**src/rtl/alu_op_sequencer.sv**
```systemverilog
// alu_op_sequencer: sequences the ALU and its result mux for one op per start/done handshake; optional SHIFT_SAT_EN saturates shift amounts >= W
`timescale 1ns/1ps
module alu_op_sequencer #(
    parameter int W   = 16,
    parameter int SHW = 4
) (
    input  logic         Clock,
    input  logic         Reset,
    input  logic         Start,
    output logic         Ready,
    input  logic [3:0]   Op,
    input  logic [W-1:0] A,
    input  logic [W-1:0] B,
    output logic [2:0]   Sel,
    output logic         BNegate,
    output logic [W-1:0] OpA,
    output logic [W-1:0] OpB,
    input  logic [W-1:0] AluResult,
    output logic [W-1:0] Result,
    output logic         Done,
    output logic         Err
);
    typedef enum logic [1:0] {IDLE, EXEC, SHIFT, DONE} state_t;
    state_t         state_q, state_d;
    logic [3:0]     op_q, op_d;
    logic [SHW-1:0] cnt_q, cnt_d;
    logic [2:0]     sel_q, sel_d;
    logic           bneg_q, bneg_d;
    logic [W-1:0]   opa_q, opa_d;
    logic [W-1:0]   opb_q, opb_d;
    logic [W-1:0]   result_q, result_d;
    logic           err_q, err_d;
    logic [SHW-1:0] amt;
    logic           sat;
    logic           unused_b;
    logic           is_shift;
    logic           legal;
`ifdef SHIFT_SAT_EN
    assign amt      = B[SHW-1:0];
    assign sat      = B[SHW];
    assign unused_b = ^B[W-1:SHW+1];
`else
    assign amt      = B[SHW-1:0];
    assign sat      = 1'b0;
    assign unused_b = ^B[W-1:SHW];
`endif
    assign is_shift = Op[3:1] == 3'b011;
    assign legal    = !Op[3] || Op == 4'b1100;
    assign Ready    = state_q == IDLE;
    assign Done     = state_q == DONE;
    assign Sel      = sel_q;
    assign BNegate  = bneg_q;
    assign OpA      = opa_q;
    assign OpB      = opb_q;
    assign Result   = result_q;
    assign Err      = err_q;
    // next-state and datapath: decode on accept, one EXEC pass or n SHIFT passes, then DONE
    always_comb begin
        state_d  = state_q;
        op_d     = op_q;
        cnt_d    = cnt_q;
        sel_d    = sel_q;
        bneg_d   = bneg_q;
        opa_d    = opa_q;
        opb_d    = opb_q;
        result_d = result_q;
        err_d    = err_q;
        case (state_q)
            IDLE: if (Start) begin
                op_d  = Op;
                err_d = 1'b0;
                if (!legal) begin
                    err_d    = 1'b1;
                    result_d = '0;
                    state_d  = DONE;
                end else if (is_shift && sat) begin
                    result_d = Op[0] ? {W{A[W-1]}} : '0;
                    state_d  = DONE;
                end else if (is_shift && amt == '0) begin
                    result_d = A;
                    state_d  = DONE;
                end else if (is_shift) begin
                    cnt_d   = amt;
                    opa_d   = A;
                    opb_d   = W'(1);
                    sel_d   = Op[2:0];
                    bneg_d  = 1'b0;
                    state_d = SHIFT;
                end else begin
                    opa_d   = A;
                    opb_d   = B;
                    sel_d   = Op[2:0];
                    bneg_d  = Op[3];
                    state_d = EXEC;
                end
            end
            EXEC: begin
                result_d = AluResult;
                state_d  = DONE;
            end
            SHIFT: begin
                opa_d = AluResult;
                cnt_d = cnt_q - SHW'(1);
                if (cnt_q == SHW'(1)) begin
                    result_d = AluResult;
                    state_d  = DONE;
                end
            end
            default: state_d = IDLE;
        endcase
    end
    // state and datapath registers with synchronous reset
    always_ff @(posedge Clock) begin
        if (Reset) begin
            state_q  <= IDLE;
            op_q     <= '0;
            cnt_q    <= '0;
            sel_q    <= '0;
            bneg_q   <= 1'b0;
            opa_q    <= '0;
            opb_q    <= '0;
            result_q <= '0;
            err_q    <= 1'b0;
        end else begin
            state_q  <= state_d;
            op_q     <= op_d;
            cnt_q    <= cnt_d;
            sel_q    <= sel_d;
            bneg_q   <= bneg_d;
            opa_q    <= opa_d;
            opb_q    <= opb_d;
            result_q <= result_d;
            err_q    <= err_d;
        end
    end
endmodule

```
**config.mk**
```make
export PLATFORM = sky130hd
export DESIGN_NAME = alu_op_sequencer
export DESIGN_NICKNAME = d
export VERILOG_FILES = /design/src/rtl/alu_op_sequencer.sv
export SDC_FILE = /design/constraint.sdc
export NUM_CORES = 1
export LEC_CHECK = 0
export CORE_MARGIN = 2
export CORE_UTILIZATION = 49
export DETAILED_ROUTE_END_ITERATION = 7
export GPL_ROUTABILITY_DRIVEN = 1
export PLACE_DENSITY = 0.86
export SLEW_MARGIN = 25
export SYNTH_ARGS = -nofsm -noshare
export SYNTH_HDL_FRONTEND = slang
export SYNTH_SLANG_ARGS = --single-unit
export TNS_END_PERCENT = 100
```
**constraint.sdc**
```tcl
create_clock -name Clock -period 3.7 [get_ports Clock]
set_input_delay 1.11 -clock Clock [delete_from_list [all_inputs] [get_ports Clock]]
set_output_delay 1.11 -clock Clock [all_outputs]
set_load 0.02 [all_outputs]
```
==> Flow_metrics.wiki <==
{| class="wikitable"
! Metric !! Value
|-
| Number of pins with negative max-slew slack in the final report || 0
|-
| Sort of element at the start of the critical path || input pin
|-
| HPWL after detailed placement || ~6400 um
|-
| Total routed wirelength || 9310 um
|-
| Seq/Total Area, Yosys || 38.2%
|-
| Number of standard cells in the layout, taps in and fillers out || 517
|-
| Cell types occupying the most area after synthesis || dfxtp_1 (38%), mux2i_1 (11%), a221oi_1 (5.1%)
|-
| Arrival @ worst endpoint || 3.25 ns
|-
| Largest net degree at the start of global routing || 42
|-
| TritonCTS buffer count || 9
|-
| Distinct cell type count after synthesis || between 40 and 50
|-
| Final Net Count || around 500
|-
| Area Growth Syn to Fin || 43.7%
|-
| Transition time of the tightest slew-check pin || about 1 ns
|-
| Final critical-path share of the clock period || 81.4%
|-
| GRT met1 Usage || between 30% and 40%
|-
| Fraction of layout instances using a drive strength above 1 || about an eighth
|-
| VDD IR max || 432 uV
|-
| Number of optimization iterations in the first detailed-route pass || 5
|-
| Hold violation count in the final report || 0
|-
| WHS || 0.468 ns
|-
| Via count of the first global-routing pass || about 3000
|-
| Number of nets still failing antenna checks after routing || 0
|-
| Post-CTS setup buffer count || 0
|-
| Count of input and output buffers || 109
|-
| Initial antenna violation count || 0
|-
| Area fraction of the dominant cell type after synthesis || approximately two fifths
|-
| Overflow after GRT || 0
|-
| Number of cells produced by synthesis || around 340
|-
| Final routed wire length divided by cell count || about 18 um
|-
| Die Span X || 83.5 um
|-
| Synthesized cell area || between 3000 and 4000 sq um
|-
| Leakage component of the power || approximately 1.6 nW
|-
| Buffer cell driving the clock tree root || clkbuf_8
|-
| Grt peak-use layer || met2
|-
| Final setup violation count || 0
|-
| First-pass GRT wire length || 14800 um
|-
| CP max FO || 13
|-
| RSZ-0062 raised after global routing || false
|-
| Syn_area_per_cell || slightly above 9 sq um
|-
| Core Box Area || 6030 sq um
|-
| IO Pins || 110
|-
| Count of yosys warnings during synthesis || 0
|-
| CTS tree || yes
|-
| Global routing usage on met3 || under 10%
|-
| Commonest non-fill, non-tap cell in the layout || clkdlybuf4s50_1
|-
| Max-capacitance violation count || 0
|-
| CP Class || in2reg
|-
| Mapped Nets || 396
|-
| GR Layer Usage met2 || 44.6%
|-
| Highest-count cells in the layout ignoring fill and taps || clkdlybuf4s50_1 (108), dfxtp_1 (59), mux2i_1 (34)
|-
| Overall power consumption || 3.26 mW
|-
| Clock transition at path regs || 0.07 ns
|-
| Number of rows in the core area || 28
|-
| Cell type with the largest total area after synthesis || dfxtp_1
|-
| FF+latch count, synth || 59
|-
| Number of H-tree levels || 3
|-
| Final Core Density || 73.8%
|-
| Vias || 2999
|-
| Iteration-0 DRC Markers || 195
|-
| Die height || 83.5 um
|-
| Class of the most critical hold timing path || reg2reg
|-
| Total power per unit cell area || approximately 730 nW/um^2
|-
| Resized Gates After CTS || 0
|-
| Number of buffers on the longest clock path || 2
|-
| Minimum clock period after layout || 3.01 ns
|-
| Run status || finished clean
|-
| Final estimated routing congestion in global placement || 0.863
|-
| Avg Vias per Cell || 5.80
|-
| Hold buffers post-CTS || 0
|-
| Worst-case headroom to the max-slew limit || 32.9%
|-
| Top achievable clock speed || 0.332 GHz
|-
| ANT cells || 0
|-
| Largest clock skew in the final design || 0.00817 ns
|-
| Sum Neg Setup Slack || 0 ns
|-
| Insertion delay to the later sink of the worst-skew pair || ~0.35 ns
|-
| Effective utilization at floorplan || 51.4%
|-
| Required time reported for the critical path endpoint || 3.93 ns
|-
| CTS sink count || between 50 and 60
|-
| Placed cell count || 501
|-
| Endpoint kind of the worst setup timing path || flop
|-
| Die Area || 6970 sq um
|-
| Gr usage total || 26.4%
|-
| Post-route DRC || 0
|}
## final cells by class
class                   count  area (sq um)
clock buffers              10           138
clock inverters             6          88.8
fillers                   434          1580
inverters                   9          33.8
multi-input cells         237          1720
flip-flops and latches     59          1180
well taps                  75          93.8
repair buffers            121          1190
## through the flow
| step | cell area [sq um] | setup slack (ns) |
|---|---|---|
| final | 4450 | 0.689 |
| after global routing | 4450 | 0.627 |
| after CTS | 4450 | 0.702 |
| after detailed placement | 4220 | 0.404 |
| after global placement | 4220 | 0.461 |
| after floorplan | 3100 | 1.09 |
## state kept, by name, summed over array words and instances (netlist names)
| register | count |
|---|---|
| OpB | 16 |
| OpA | 16 |
| Err | 1 |
| cnt_q | 4 |
| Result | 16 |
| state_q | 2 |
| Sel | 3 |
| BNegate | 1 |
## critical path: stages
cell	delay [ns]
clkdlybuf4s50_1	0.55
or3b_1	0.51
nand2_1	0.13
a311o_1	0.39
buf_12	0.22
mux2_2	0.34
## layer usage
metal / vias up / wire length [um]
met5: - / 0
met4: 0 / 303
li1: 1425 / -
met3: 30 / 480
met2: 123 / 4700
met1: 1421 / 3830
## power breakdown
part | leakage (nW) | internal [mW] | switching [mW] | total [mW]
Clock | 0.108 | 0.397 | 0.273 | 0.670
Sequential | 0.483 | 0.819 | 0.116 | 0.934
Combinational | 1.05 | 0.795 | 0.856 | 1.65
## cells in the mapped netlist, drive strengths merged
| cell type | instances |
|---|---|
| inv | 9 |
| a311o | 1 |
| or3 | 3 |
| a21oi | 28 |
| nand3b | 3 |
| nand4 | 1 |
| nor3 | 3 |
| o31a | 1 |
| nor3b | 1 |
| clkbuf | 18 |
| ha | 5 |
| o22ai | 2 |
| a31oi | 1 |
| a22o | 1 |
| nor4 | 1 |
| mux2 | 17 |
| nand2 | 22 |
| o21ai | 23 |
| or4 | 1 |
| a221oi | 18 |
| or3b | 1 |
| dfxtp | 59 |
| nand3 | 6 |
| a211oi | 18 |
| a21o | 3 |
| nor2b | 16 |
| and3b | 1 |
| buf | 13 |
| mux2i | 34 |
| nand2b | 4 |
| nor2 | 19 |
| o41ai | 2 |
| a31o | 1 |
## worst paths after layout
kind | from | end | slack (ns) | cells past startpoint
hold reg to reg | Err | Err | 0.47 | 2
hold / removal | Err | Err | 0.47 | 2
setup / recovery | Op[2] | Result[4] | 0.69 | 6
setup reg to reg | state_q[0] | Result[1] | 1.42 | 6
## cells by family after synthesis
| logic type | after synthesis | share of synthesized area (%) |
|---|---|---|
| adders and majority gates | 5 | 2.02 |
| DFF | 59 | 38.2 |
| and+or+nand+nor | 82 | 13.8 |
| buffers and inverters | 40 | 6.22 |
| muxes | 51 | 18.4 |
| AOI/OAI and AO/OA | 99 | 21.4 |
Note: power is estimated with default switching activity, not from simulation.
==> RTL change 1, RTL diff (config.mk and constraints unchanged) <==
`result_q` no longer has a reset.
--- a/src/rtl/alu_op_sequencer.sv
+++ b/src/rtl/alu_op_sequencer.sv
@@ -119,7 +119,6 @@
             bneg_q   <= 1'b0;
             opa_q    <= '0;
             opb_q    <= '0;
-            result_q <= '0;
             err_q    <= 1'b0;
         end else begin
             state_q  <= state_d;
@@ -129,9 +128,12 @@
             bneg_q   <= bneg_d;
             opa_q    <= opa_d;
             opb_q    <= opb_d;
-            result_q <= result_d;
             err_q    <= err_d;
         end
     end
+
+    always_ff @(posedge Clock) begin
+        result_q <= result_d;
+    end
 endmodule
 
Function: changed (a bounded check fails within 4 cycles, from zero or initial values and one cycle with Reset high).
==> RTL change 1 against the unedited design <==
Wire length is 18% lower. Setup slack better by 0.0059 ns. Non-clock buffer count is 3 lower. Critical endpoint is now Result[13]. Final area is 11% lower. First-iteration DRC count is 48% lower. Highest routed layer unchanged. Global-route usage hardly changed. Sequential cell count stayed put. Largest power group unchanged. Power is 9.4% lower. Area after synthesis is 15% lower. Combinational power is 12% lower. Clock power is 26% lower. Count of clock-buffer cells in the layout is 3 higher.
==> RTL change 1: results (changes against the unedited design) <==
metric;value;unit;change
status;completed;;
synth_nets;341;;-14%
first_iter_violations;102;;-48%
n_fill_cell;376;;-13%
synth_cells;281;;-16%
crit_arrival;3.02;ns;-0.23 ns
vias;2572;;-14%
viasPerCell;5.53;;-4.6%
nets;450;;-9.5%
gp_congestion;0.801;;-7.2%
leakage;1.44;nW;-12%
synth_edf_count;16;;+16
skew;0.00682;ns;-0.00136 ns
synth_common_cells;46 x nand2_1, 43 x dfxtp_1, 21 x nor2_1;;
drive_gt1_frac;0.0734;;-0.0533
slowest_stage;nor4_1;;
min_from;BNegate;;
wl_per_cell;16.5;um;-8.5%
max-vdd-ir-drop;910;uV;+110%
cp-endpoint;Result[13];;
grt_pass1_wl;12300;um;-17%
clk_latency;0.33;ns;-0.02 ns
critPathMaxFanout;16;;+3
grt_usage;0.264;;about the same
hold_slack;0.460;ns;-0.00790 ns
hold_path_end;BNegate;;
worst_pin_slew;1.00;ns;-0.00323 ns
hpwlAfterDp;5360;um;-16%
synth_area_leaders;dfxtp_1 33%, edfxtp_1 18%, nand2_1 6.6%, mux2i_1 6.1%, a211oi_1 5.1%;;
max_stage_delay;0.60;ns;+0.05 ns
-- RTL change 1: changes by cell type in the layout (fill, tap and decap cells not counted), sizes merged, moves of 12 or more --
cell	change
nand2	+24
a221oi	-17
dfxtp	-16
a22oi	+16
edfxtp	+16
a21oi	-20
mux2	-17
nor2b	-12
mux2i	-18
nor3	+15
-- RTL change 1: area by class of cell --
| type | count | area share |
|---|---|---|
| timing repair buffer | 118 | 0.293 |
| tap | 70 | 0.0221 |
| multi-input combinational | 195 | 0.299 |
| inverter | 7 | 0.00664 |
| sequential | 59 | 0.339 |
| clock buffer | 13 | 0.0376 |
| clock inverter | 3 | 0.00379 |
-- RTL change 1: layer usage --
layer,routed length [um],track usage,up-vias
met5,0,0,-
met4,249,0.154,0
met3,426,0.0384,22
met2,4090,0.471,101
met1,2890,0.298,1215
li1,-,-,1234
-- RTL change 1: cell families after synthesis --
| group | after synthesis | synth area share |
|---|---|---|
| flip-flops | 59 | 0.509 |
| adder cells (fa/ha/maj) | 5 | 0.0237 |
| multiplexers | 16 | 0.0608 |
| AO/OA/AOI/OAI | 73 | 0.189 |
| buffers and inverters | 27 | 0.0446 |
| AND/OR/NAND/NOR | 101 | 0.172 |
-- RTL change 1: through the flow --
step	area, um^2	setup slack (ns)	power, W
global placement	3800	0.515	0.00239
detailed placement	3800	0.469	0.00244
CTS	3960	0.715	0.00295
floorplan	2640	0.259	0.00185
global route	3960	0.599	0.00310
finish	3960	0.695	0.00295
-- RTL change 1: power by group --
group / switching (W) / internal, W
sequential: 0.0000873 / 0.000920
clock: 0.000239 / 0.000258
combinational: 0.000827 / 0.000619
-- RTL change 1: worst max-delay path: cells and delay by family --
family,cells,cell delay [ns]
AOI/OAI and AO/OA,1,0.38
and+or+nand+nor,2,0.74
buffers and inverters,2,0.79
==> RTL change 2, RTL diff (same flow settings) <==
Without the edit above. Set the parameter `W` to 18 (it was 16).
--- a/src/rtl/alu_op_sequencer.sv
+++ b/src/rtl/alu_op_sequencer.sv
@@ -1,7 +1,7 @@
 // alu_op_sequencer: sequences the ALU and its result mux for one op per start/done handshake; optional SHIFT_SAT_EN saturates shift amounts >= W
 `timescale 1ns/1ps
 module alu_op_sequencer #(
-    parameter int W   = 16,
+    parameter int W   = 18,
     parameter int SHW = 4
 ) (
     input  logic         Clock,
Interface: changed (6 resized); port bits go from 110 to 122. No check against the original RTL was run, so the function may have changed too.
==> RTL change 2 against the unedited design <==
Critical path depth shrank 1. Sequential share of layout area grew 2.2 points. Area after synthesis shrank 0.12%. Count of clock-buffer cells in the layout grew 3. Final area grew 1.8%. Power grew 6.4%. First-iteration DRC count shrank 14%. Setup slack lost 0.051 ns. Combinational power grew 12%. Die area shrank 0.11%. Sequential cell count grew 6. Clock skew is essentially flat. Wire length shrank 4.4%.
==> RTL change 2: results (changes against the unedited design) <==
metric;value;unit;change
cts_num_sinks;65;;+10%
grt_max_degree;38;;-9.5%
met3_usage;0.0557;;+0.0102
viasPerCell;5.72;;-1.4%
pg_comb;0.00184;W;+12%
path_delay_family;simple AND/OR/NAND/NOR gates;;
hpwlAfterDp;6340;um;-0.70%
synth_adder_area_share;0.0202;;+0.0000245
dr_wl_met3;468;um;-2.5%
leakage;1.61;nW;-1.6%
use_met1;0.315;;+0.00140
wl_met1;3850;um;+0.44%
n_all_buffers;131;;+8.3%
dp.cells;504;;+0.60%
post-cts-setup-buffer-count;0;;unchanged
worst_pin_slew;0.815;ns;-0.191 ns
multi_input_comb_cells;224;;-5.5%
gp_congestion;0.826;;-4.3%
max-vdd-ir-drop;522;uV;+21%
finalWirelength;8900;um;-4.4%
crit_arrival;3.30;ns;+0.05 ns
ys_seq_area_frac;0.421;;+0.0393
n_fill_cell;445;;+2.5%
multi_input_area_share;0.358;;-0.0293
synth_compound_area_frac;0.240;;+0.0258
clk_latency;0.33;ns;-0.02 ns
sh_seq_area;0.287;;+0.0218
use_met2;0.421;;-0.0249
synth_area_leaders;dfxtp_1 42%, mux2i_1 13%, a311oi_1 5.1%, a22oi_1 4.4%, a211oi_2 4.0%;;
drt_pass1_iterations;4;;-1
skew;0.00822;ns;+0.0000481 ns
grt_usage;0.254;;-0.0101
critPathMaxFanout;18;;+5
portBuffers;121;;+11%
buffer_area_frac;0.283;;+0.0156
wl_per_cell;17.1;um;-4.8%
slowest_stage;or4_4;;
yosysUniqueCellTypes;41;;-2.4%
num-clock-buffers;13;;+3
final-clk-cell-share;0.0434;;-0.00754
max_stage_delay;0.57;ns;+0.02 ns
first_iter_violations;168;;-14%
min_path_type;flip-flop to flip-flop;;
first_global_vias;2921;;-3.8%
grt_pass1_wl;14400;um;-2.8%
avgSynthCellArea;9.43;um^2;+2.3%
synth_common_cells;65 x dfxtp_1, 39 x mux2i_1, 26 x nor2_1;;
met2_length;4350;um;-7.5%
antenna_found_initial;0;;unchanged
power.clock.fraction;0.176;;-0.030
synth_nets;394;;-0.51%
synthMuxAreaShare;0.126;;-0.0576
status;completed;;
drive_gt1_frac;0.0878;;-0.0389
[RTL change 2: path summary, 6_finish.rpt]
| kind | from | endpoint | cells after the start | slack [ns] |
|---|---|---|---|---|
| setup / recovery | B[1] | OpA[5] | 5 | 0.64 |
| setup reg to reg | state_q[1] | OpA[5] | 6 | 1.49 |
| hold / removal | Err | Err | 2 | 0.47 |
| hold reg to reg | Err | Err | 2 | 0.47 |
[RTL change 2: per-stage QoR]
step	worst slack (ns)	area (um^2)	total power [W]
2_1_floorplan	0.969	3090	0.00221
6_report	0.638	4530	0.00347
3_3_place_gp	0.419	4330	0.00281
5_1_grt	0.549	4530	0.00366
3_5_place_dp	0.307	4330	0.00285
4_1_cts	0.660	4530	0.00347
[RTL change 2: kinds of logic (layout without fill, tap and decap cells)]
logic type / count (synthesis) / after routing
AND/OR/NAND/NOR: 84 / 84
adder cells (fa/ha/maj): 5 / 5
flip-flops: 65 / 65
AO/OA/AOI/OAI: 96 / 96
buffers and inverters: 39 / 155
multiplexers: 39 / 39
